## src/rtl/spi_slave_if.sv

```systemverilog
// SPI mode-0 slave byte interface. The cs/sclk/mosi pins are oversampled in the
// clk domain, MOSI is deserialised into bytes, and a double-buffered TX byte is
// serialised onto MISO. IDLE_BYTE is sent whenever no TX byte is queued.
//
// state  | meaning
// -------+-----------------------------------------------------------
// IDLE   | no frame; miso parked high, waiting for a cs falling edge
// ACTIVE | frame open; shifting on synchronised sclk edges
module spi_slave_if #(
  parameter int         SYNC_STAGES = 2,
  parameter logic [7:0] IDLE_BYTE   = 8'hFF
) (
  input  logic       clk,
  input  logic       rst,
  input  logic       cs,
  input  logic       sclk,
  input  logic       mosi,
  output logic       miso,
  output logic [7:0] rx_data,
  output logic       rx_valid,
  input  logic [7:0] tx_data,
  input  logic       tx_valid,
  output logic       tx_ready,
  output logic       busy,
  output logic       abort
);

  localparam logic [0:0] S_IDLE   = 1'b0;
  localparam logic [0:0] S_ACTIVE = 1'b1;

  logic [SYNC_STAGES-1:0] cs_sync_q, cs_sync_d;
  logic [SYNC_STAGES-1:0] sck_sync_q, sck_sync_d;
  logic [SYNC_STAGES-1:0] mosi_sync_q, mosi_sync_d;
  logic                   cs_prev_q, cs_prev_d;
  logic                   sck_prev_q, sck_prev_d;
  logic                   cs_s, sck_s, mosi_s;
  logic                   cs_fall, cs_rise, sck_rise, sck_fall;

  logic [0:0] state_q, state_d;
  logic [2:0] bit_cnt_q, bit_cnt_d;
  logic [7:0] rx_shift_q, rx_shift_d;
  logic [7:0] tx_shift_q, tx_shift_d;
  logic [7:0] rx_data_q, rx_data_d;
  logic [7:0] hold_q, hold_d;
  logic       hold_full_q, hold_full_d;
  logic       miso_q, miso_d;
  logic       rx_done_q, rx_done_d;
  logic       rx_valid_q, rx_valid_d;
  logic       abort_q, abort_d;
  logic       tx_load;
  logic [7:0] tx_next;

  // Shift the raw pins into the synchroniser chains and derive one-cycle edge events.
  always_comb begin
    cs_sync_d   = {cs_sync_q[SYNC_STAGES-2:0], cs};
    sck_sync_d  = {sck_sync_q[SYNC_STAGES-2:0], sclk};
    mosi_sync_d = {mosi_sync_q[SYNC_STAGES-2:0], mosi};
    cs_s        = cs_sync_q[SYNC_STAGES-1];
    sck_s       = sck_sync_q[SYNC_STAGES-1];
    mosi_s      = mosi_sync_q[SYNC_STAGES-1];
    cs_prev_d   = cs_s;
    sck_prev_d  = sck_s;
    cs_fall     = cs_prev_q & ~cs_s;
    cs_rise     = ~cs_prev_q & cs_s;
    // sclk edges only count inside a frame
    sck_rise    = ~cs_s & ~sck_prev_q & sck_s;
    sck_fall    = ~cs_s & sck_prev_q & ~sck_s;
  end

  // Frame FSM, shift registers and TX holding-register handshake.
  always_comb begin
    state_d     = state_q;
    bit_cnt_d   = bit_cnt_q;
    rx_shift_d  = rx_shift_q;
    tx_shift_d  = tx_shift_q;
    rx_data_d   = rx_data_q;
    hold_d      = hold_q;
    hold_full_d = hold_full_q;
    miso_d      = miso_q;
    rx_done_d   = 1'b0;
    abort_d     = 1'b0;
    tx_load     = 1'b0;
    // Reload always uses the pre-cycle holding content
    tx_next     = hold_full_q ? hold_q : IDLE_BYTE;

    case (state_q)
      S_IDLE: begin
        miso_d = 1'b1;
        if (cs_fall) begin
          tx_load    = 1'b1;
          miso_d     = tx_next[7];
          bit_cnt_d  = 3'd0;
          rx_shift_d = 8'h00;
          state_d    = S_ACTIVE;
        end
      end
      S_ACTIVE: begin
        if (cs_rise) begin
          // cs_rise wins over a coincident sclk edge
          state_d    = S_IDLE;
          miso_d     = 1'b1;
          bit_cnt_d  = 3'd0;
          rx_shift_d = 8'h00;
          tx_shift_d = 8'h00;
          abort_d    = (bit_cnt_q != 3'd0);
        end else if (sck_rise) begin
          rx_shift_d = {rx_shift_q[6:0], mosi_s};
          bit_cnt_d  = bit_cnt_q + 3'd1;
          if (bit_cnt_q == 3'd7) begin
            rx_data_d = {rx_shift_q[6:0], mosi_s};
            rx_done_d = 1'b1;
            tx_load   = 1'b1;
          end
        end else if (sck_fall) begin
          if (bit_cnt_q == 3'd0) begin
            // Byte boundary: present the MSB of the freshly loaded byte
            miso_d = tx_shift_q[7];
          end else begin
            miso_d     = tx_shift_q[6];
            tx_shift_d = {tx_shift_q[6:0], 1'b0};
          end
        end
      end
      default: state_d = S_IDLE;
    endcase

    if (tx_load) begin
      tx_shift_d  = tx_next;
      hold_full_d = 1'b0;
    end
    if (tx_valid && !hold_full_q) begin
      hold_d      = tx_data;
      hold_full_d = 1'b1;
    end

    rx_valid_d = rx_done_q;
  end

  // Register update with synchronous reset; chains preset to the idle pin levels.
  always_ff @(posedge clk) begin
    if (rst) begin
      cs_sync_q   <= '1;
      sck_sync_q  <= '0;
      mosi_sync_q <= '1;
      cs_prev_q   <= 1'b1;
      sck_prev_q  <= 1'b0;
      state_q     <= S_IDLE;
      bit_cnt_q   <= 3'd0;
      rx_shift_q  <= 8'h00;
      tx_shift_q  <= 8'h00;
      rx_data_q   <= 8'h00;
      hold_q      <= 8'h00;
      hold_full_q <= 1'b0;
      miso_q      <= 1'b1;
      rx_done_q   <= 1'b0;
      rx_valid_q  <= 1'b0;
      abort_q     <= 1'b0;
    end else begin
      cs_sync_q   <= cs_sync_d;
      sck_sync_q  <= sck_sync_d;
      mosi_sync_q <= mosi_sync_d;
      cs_prev_q   <= cs_prev_d;
      sck_prev_q  <= sck_prev_d;
      state_q     <= state_d;
      bit_cnt_q   <= bit_cnt_d;
      rx_shift_q  <= rx_shift_d;
      tx_shift_q  <= tx_shift_d;
      rx_data_q   <= rx_data_d;
      hold_q      <= hold_d;
      hold_full_q <= hold_full_d;
      miso_q      <= miso_d;
      rx_done_q   <= rx_done_d;
      rx_valid_q  <= rx_valid_d;
      abort_q     <= abort_d;
    end
  end

  assign miso     = miso_q;
  assign rx_data  = rx_data_q;
  assign rx_valid = rx_valid_q;
  assign tx_ready = ~hold_full_q;
  assign busy     = (state_q == S_ACTIVE);
  assign abort    = abort_q;

endmodule

```

## config.mk

```make
export PLATFORM = sky130hd
export DESIGN_NAME = spi_slave_if
export DESIGN_NICKNAME = d
export VERILOG_FILES = /design/src/rtl/spi_slave_if.sv
export SDC_FILE = /design/constraint.sdc
export NUM_CORES = 1
export LEC_CHECK = 0
export ABC_AREA = 1
export BUFFER_PORTS_ARGS = -buffer_cell sky130_fd_sc_hd__buf_2
export CORE_MARGIN = 4
export CORE_UTILIZATION = 30
export CTS_CLUSTER_DIAMETER = 150
export DETAILED_ROUTE_END_ITERATION = 10
export PLACE_DENSITY = 0.5
export SYNTH_ARGS = -nofsm -noshare
export SYNTH_HDL_FRONTEND = slang
export SYNTH_SLANG_ARGS = --single-unit
```

## constraint.sdc

```tcl
create_clock -name clk -period 2.4 [get_ports clk]
set_input_delay 0.24 -clock clk [delete_from_list [all_inputs] [get_ports clk]]
set_output_delay 0.24 -clock clk [all_outputs]
set_load 0.05 [all_outputs]
```

==> results of run 1 <==
cell families after synthesis:
group	after synthesis	synth area share, %
compound gates	44	11.39
fa+ha+maj	3	1.910
buf+inv	39	8.147
flops	48	48.89
simple gates	138	29.66
registers in the layout, summed over array words and instances, names as in the netlist, 2 cells and up:
signal       cells
hold_q           8
tx_shift_q       8
bit_cnt_q        3
rx_shift_q       7
rx_data          8
cs_sync_q        2
sck_sync_q       2
mosi_sync_q      2
synth_stat cells:
| cell | n | area (sq um) |
|---|---|---|
| nand3_1 | 12 | 60.06 |
| clkbuf_1 | 4 | 15.01 |
| nand2_1 | 57 | 214.0 |
| o21ai_0 | 27 | 135.1 |
| nand2_4 | 1 | 11.26 |
| nand3_2 | 2 | 20.02 |
| or2_2 | 4 | 25.02 |
| nand2_2 | 4 | 25.02 |
| nand4_1 | 3 | 18.77 |
| nor4_1 | 1 | 6.260 |
| clkinv_1 | 1 | 3.750 |
| o21ai_1 | 3 | 15.01 |
| inv_1 | 25 | 93.84 |
| inv_2 | 3 | 11.26 |
| a21oi_2 | 1 | 8.760 |
| nor2_1 | 54 | 202.7 |
| ha_1 | 3 | 37.54 |
| buf_2 | 5 | 25.02 |
| buf_6 | 1 | 11.26 |
| a21oi_1 | 13 | 65.06 |
| dfxtp_1 | 48 | 960.9 |
worst max-delay path, stage by stage (launching register included):
cell and delay (ns):
dfxtp_1 0.38, ha_1 0.16, ha_1 0.13, nand2_1 0.05, inv_1 0.07, nand3_2 0.17, nand2_4 0.17, inv_2 0.08
nand2_2 0.18, inv_1 0.08, nor2_1 0.10, nor2_1 0.05
path summary, 6_finish.rpt:
check                       startpoint                          to  slack, ns  cells past startpoint
max          bit_cnt_q[0]$_SDFFE_PP0P_  tx_shift_q[6]$_SDFFE_PP0P_       0.67                     11
min                                 cs     cs_sync_q[0]$_SDFF_PP1_       0.12                      2
max reg2reg  bit_cnt_q[0]$_SDFFE_PP0P_  tx_shift_q[6]$_SDFFE_PP0P_       0.67                     11
min reg2reg       rx_done_q$_SDFF_PP0_         rx_valid$_SDFF_PP0_       0.41                      2
per-layer routing:
| metal | routed length, um | vias to the layer above | part of all wire (%) | global-route usage (%) |
|---|---|---|---|---|
| met5 | 0 | - | 0 | 0 |
| met4 | 78 | 0 | 1.9 | 4.871 |
| met3 | 182 | 8 | 4.5 | 3.318 |
| met2 | 1803 | 28 | 45 | 18.56 |
| met1 | 1948 | 743 | 49 | 14.03 |
| li1 | - | 901 | - | - |
power by group through the flow:
stage	combinational, mW	sequential (mW)	clock, mW
6_report	0.177	0.866	0.494
5_1_grt	0.209	0.873	0.552
4_1_cts	0.180	0.866	0.520
3_5_place_dp	0.180	0.885	0
3_3_place_gp	0.179	0.886	0
2_1_floorplan	0.134	0.884	0
through the flow:
step | cells | util [%]
detailed placement | 368 | 34.07
floorplan | 272 | -
global placement | 368 | 34.07
global route | 376 | 35.53
finish | 376 | 35.53
CTS | 376 | 35.53
layout make-up:
class                   instances  area share [%]
well taps                      77           4.271
multi-input cells             185           37.44
inverters                      29           4.825
flip-flops and latches         48           42.60
clock inverters                 2          0.4437
clock buffers                   6           3.661
repair buffers                 29           6.766
==> results.cfg, run 1 <==
[run_status]
status = finished, final reports clean

[clocking]
cts_buffers = 5
postCtsHoldBufs = 0
cts_setup_buffers = 0
cts_max_level = 2
post_cts_resized = 0
clockBufferDepth = 2
cts_sinks = 48
cts.reportedPaths.clkPinSlew_ns = 0.09
tritoncts = built
insertion_delay_ns = 0.30
root_buffer = clkbuf_8

[final_layout]
multi_input_area_sq_um = 844.6
mostFrequentLayoutCell = nand2_1
ff_latch_area_sq_um = 960.9
nFillCells = 692
area_growth_pct = 14.77
drive_gt1_share_pct = 17.39
stdcell_area_sq_mm = 0.002256
final_cell_mix = nand2_1 (57), nor2_1 (54), dfxtp_1 (48)
nets = 315
antenna_cells = 0

[drt]
wl_per_cell_um = 10.67
drc = 0
drt_pass1_iterations = 5
viasPerCell = 4.468
first_iter_violations = 98
postRouteAntennaNets = 0
vias = 1680
wl_um = 4013

[synth]
syn_area_sq_mm = 0.001966
ys_seq_area_share_pct = 48.89
syn_avg_cell_area_sq_um = 7.227
netlist_instances = 272
ys_warn_count = 0
synth_seq_cells = 48
synth_cell_types = 21
synth_nets = 289

[power]
ir_drop_uv = 212.0
swShare_pct = 26.28
pwr-share-clk_pct = 32.1
seq_power_share_pct = 56.3
power.density_mw_per_mm2 = 681.7
p_leak_nw = 1.025
finalPower_mw = 1.538
switchingPower_uw = 404.1
power.internal_mw = 1.134
pwr-share-comb_pct = 11.5

[timing]
fin_ws_ns = 0.6726
hold_viol = 0
worst_pin_slew_ns = 0.7582
post-route-period-util_pct = 71.98
max-slew-margin-rel_pct = 49.40
setup_viol = 0
fmax_mhz = 578.9
skew_ns = 0.008590
rsz0062_at_grt = no
tns_ns = 0
worst_hold_slack_ns = 0.1217
fin_crit_ns = 1.727
drv_slew = 0

[global_routing]
grt_pass1_vias = 1539
grt_overflow = 0
grt_max_degree = 27
gr-usage-all-layers_pct = 11.38
grt_pass1_wl_um = 6975
antenna_found_initial = 0

[die]
core_area_sq_mm = 0.006350
die_w_um = 88.95
num_rows = 29
io_pins = 27
fp.dieH_um = 88.95
dieArea_sq_mm = 0.007911
start_util_pct = 30.96

[run]
drv_cap = 0

[critical_path]
end_kind = register
crit_arrival_ns = 1.93
path_class = reg2reg
critPathRequiredTime_ns = 2.60
start_kind = register
path_max_fanout = 11

[worst_hold_path]
hp-class = in2reg

[placement]
routabilityCongestion = 0.7668
io_buffers = 26
placed_cell_area_sq_mm = 0.002163
hpwl_um = 2808
pre_cts_ws_ns = 0.6693
No activity file was read; power rests on OpenSTA's default activity.
==> run 2: changes to the inputs <==
==> constraint.sdc (replaced) <==
create_clock -name clk -period 1.75 [get_ports clk]
set_input_delay 0.175 -clock clk [delete_from_list [all_inputs] [get_ports clk]]
set_output_delay 0.175 -clock clk [all_outputs]
set_load 0.05 [all_outputs]
==> run 2 against run 1 <==
Clock power is 61% higher; sequential share of layout area fell by 1.3 points; register-to-register slack got worse by 0.45 ns; clock skew up 0.0010 ns; global-route usage decreased by 0.19 points; critical path depth unchanged; first-iteration DRC count shrank 14%; via count down 0.77%; setup slack worse by 0.45 ns; sequential power grew 37%; cell area rose by 3.3%; total power rose by 46%; largest cell class unchanged; highest routed layer unchanged.
==> results.cfg, run 2 (synthesized netlist as in run 1, its figures left out) <==
[timing]
tns_ns = 0
hold_viol = 0
max-slew-margin-rel_pct = 79.24
skew_ns = 0.009624
worst_hold_slack_ns = 0.05756
drv_slew = 0
fin_crit_ns = 1.525
fmax_mhz = 655.6
rsz0062_at_grt = no
worst_pin_slew_ns = 0.3086
setup_viol = 0
post-route-period-util_pct = 87.17

[clocking]
cts_buffers = 5
clockBufferDepth = 2
root_buffer = clkbuf_8
cts.reportedPaths.clkPinSlew_ns = 0.09
tritoncts = built
insertion_delay_ns = 0.30
postCtsHoldBufs = 0
cts_sinks = 48
post_cts_resized = 0
cts_setup_buffers = 0
cts_max_level = 2

[placement]
routabilityCongestion = 0.8260
placed_cells = 373
io_buffers = 26
hpwl_um = 2876

[final_layout]
mostFrequentLayoutCell = nand2_1
antenna_cells = 0
nets = 320
multi_input_area_sq_um = 849.6
final_util_pct = 36.69
area_growth_pct = 18.52
ff_latch_area_sq_um = 960.9
layoutNonFillerInstCount = 381
final_cell_mix = nand2_1 (57), nor2_1 (54), dfxtp_1 (48)
nFillCells = 689
drive_gt1_share_pct = 18.75

[die]
num_rows = 29
core_area_sq_mm = 0.006350
die_w_um = 88.95
io_pins = 27
fp.dieH_um = 88.95
dieArea_sq_mm = 0.007911
start_util_pct = 30.96

[drt]
first_iter_violations = 84
postRouteAntennaNets = 0
wl_per_cell_um = 10.61
wl_um = 4044
vias = 1667
drc = 0
viasPerCell = 4.375
drt_pass1_iterations = 4

[critical_path]
end_kind = register
start_kind = register
critPathRequiredTime_ns = 1.96
crit_arrival_ns = 1.73
path_class = reg2reg
path_max_fanout = 11

[power]
ir_drop_uv = 339.2
power.density_mw_per_mm2 = 962.6
p_leak_nw = 1.056
finalPower_mw = 2.243

[global_routing]
grt_pass1_vias = 1502
gr-usage-all-layers_pct = 11.20
grt_max_degree = 27
grt_overflow = 0
grt_pass1_wl_um = 6865
antenna_found_initial = 0

[run_status]
status = finished, final reports clean

[worst_hold_path]
hp-class = in2reg

[run]
drv_cap = 0
## run 2: worst paths after layout
| kind | cells after the start | from | slack (ns) | to |
|---|---|---|---|---|
| setup / recovery | 11 | bit_cnt_q[0]$_SDFFE_PP0P_ | 0.22 | tx_shift_q[5]$_SDFFE_PP0P_ |
| hold / removal | 2 | mosi | 0.06 | mosi_sync_q[0]$_SDFF_PP1_ |
| setup reg to reg | 11 | bit_cnt_q[0]$_SDFFE_PP0P_ | 0.22 | tx_shift_q[5]$_SDFFE_PP0P_ |
| hold reg to reg | 2 | sck_sync_q[0]$_SDFF_PP0_ | 0.41 | sck_sync_q[1]$_SDFF_PP0_ |
## run 2: routing by layer
layer / global-route usage (%) / wire length [um]
met1: 14.46 / 1965
met2: 18.02 / 1915
met3: 3.318 / 121
met4: 3.654 / 41
met5: 0 / 0
## run 2: final cells by class
| type | instances | area share [%] |
|---|---|---|
| clock inverter | 3 | 1.826 |
| sequential | 48 | 41.25 |
| inverter | 29 | 4.672 |
| clock buffer | 5 | 2.954 |
| multi-input combinational | 185 | 36.47 |
| timing repair buffer | 34 | 8.700 |
| tap | 77 | 4.135 |
## run 2: worst max-delay path, cell delays in order (launching register included)
cell	delay (ns)
dfxtp_1	0.37
ha_1	0.16
ha_1	0.14
nand2_1	0.05
inv_1	0.07
nand3_2	0.10
nand2_4	0.13
inv_2	0.08
nand2_4	0.13
inv_1	0.07
nor2_1	0.09
nor2_1	0.04
## run 2: per-stage QoR
step                      cell area, sq um  setup WS (ns)
final                                 2330         0.2246
after global routing                  2330        0.01945
after CTS                             2325         0.1575
after floorplan                       1966         0.1327
after detailed placement              2213         0.1626
after global placement                2213         0.2098
## run 2: report_power, final
| group | internal [mW] | switching, mW |
|---|---|---|
| logic | 0.0996 | 0.160 |
| clock network | 0.423 | 0.372 |
| registers | 1.15 | 0.0370 |
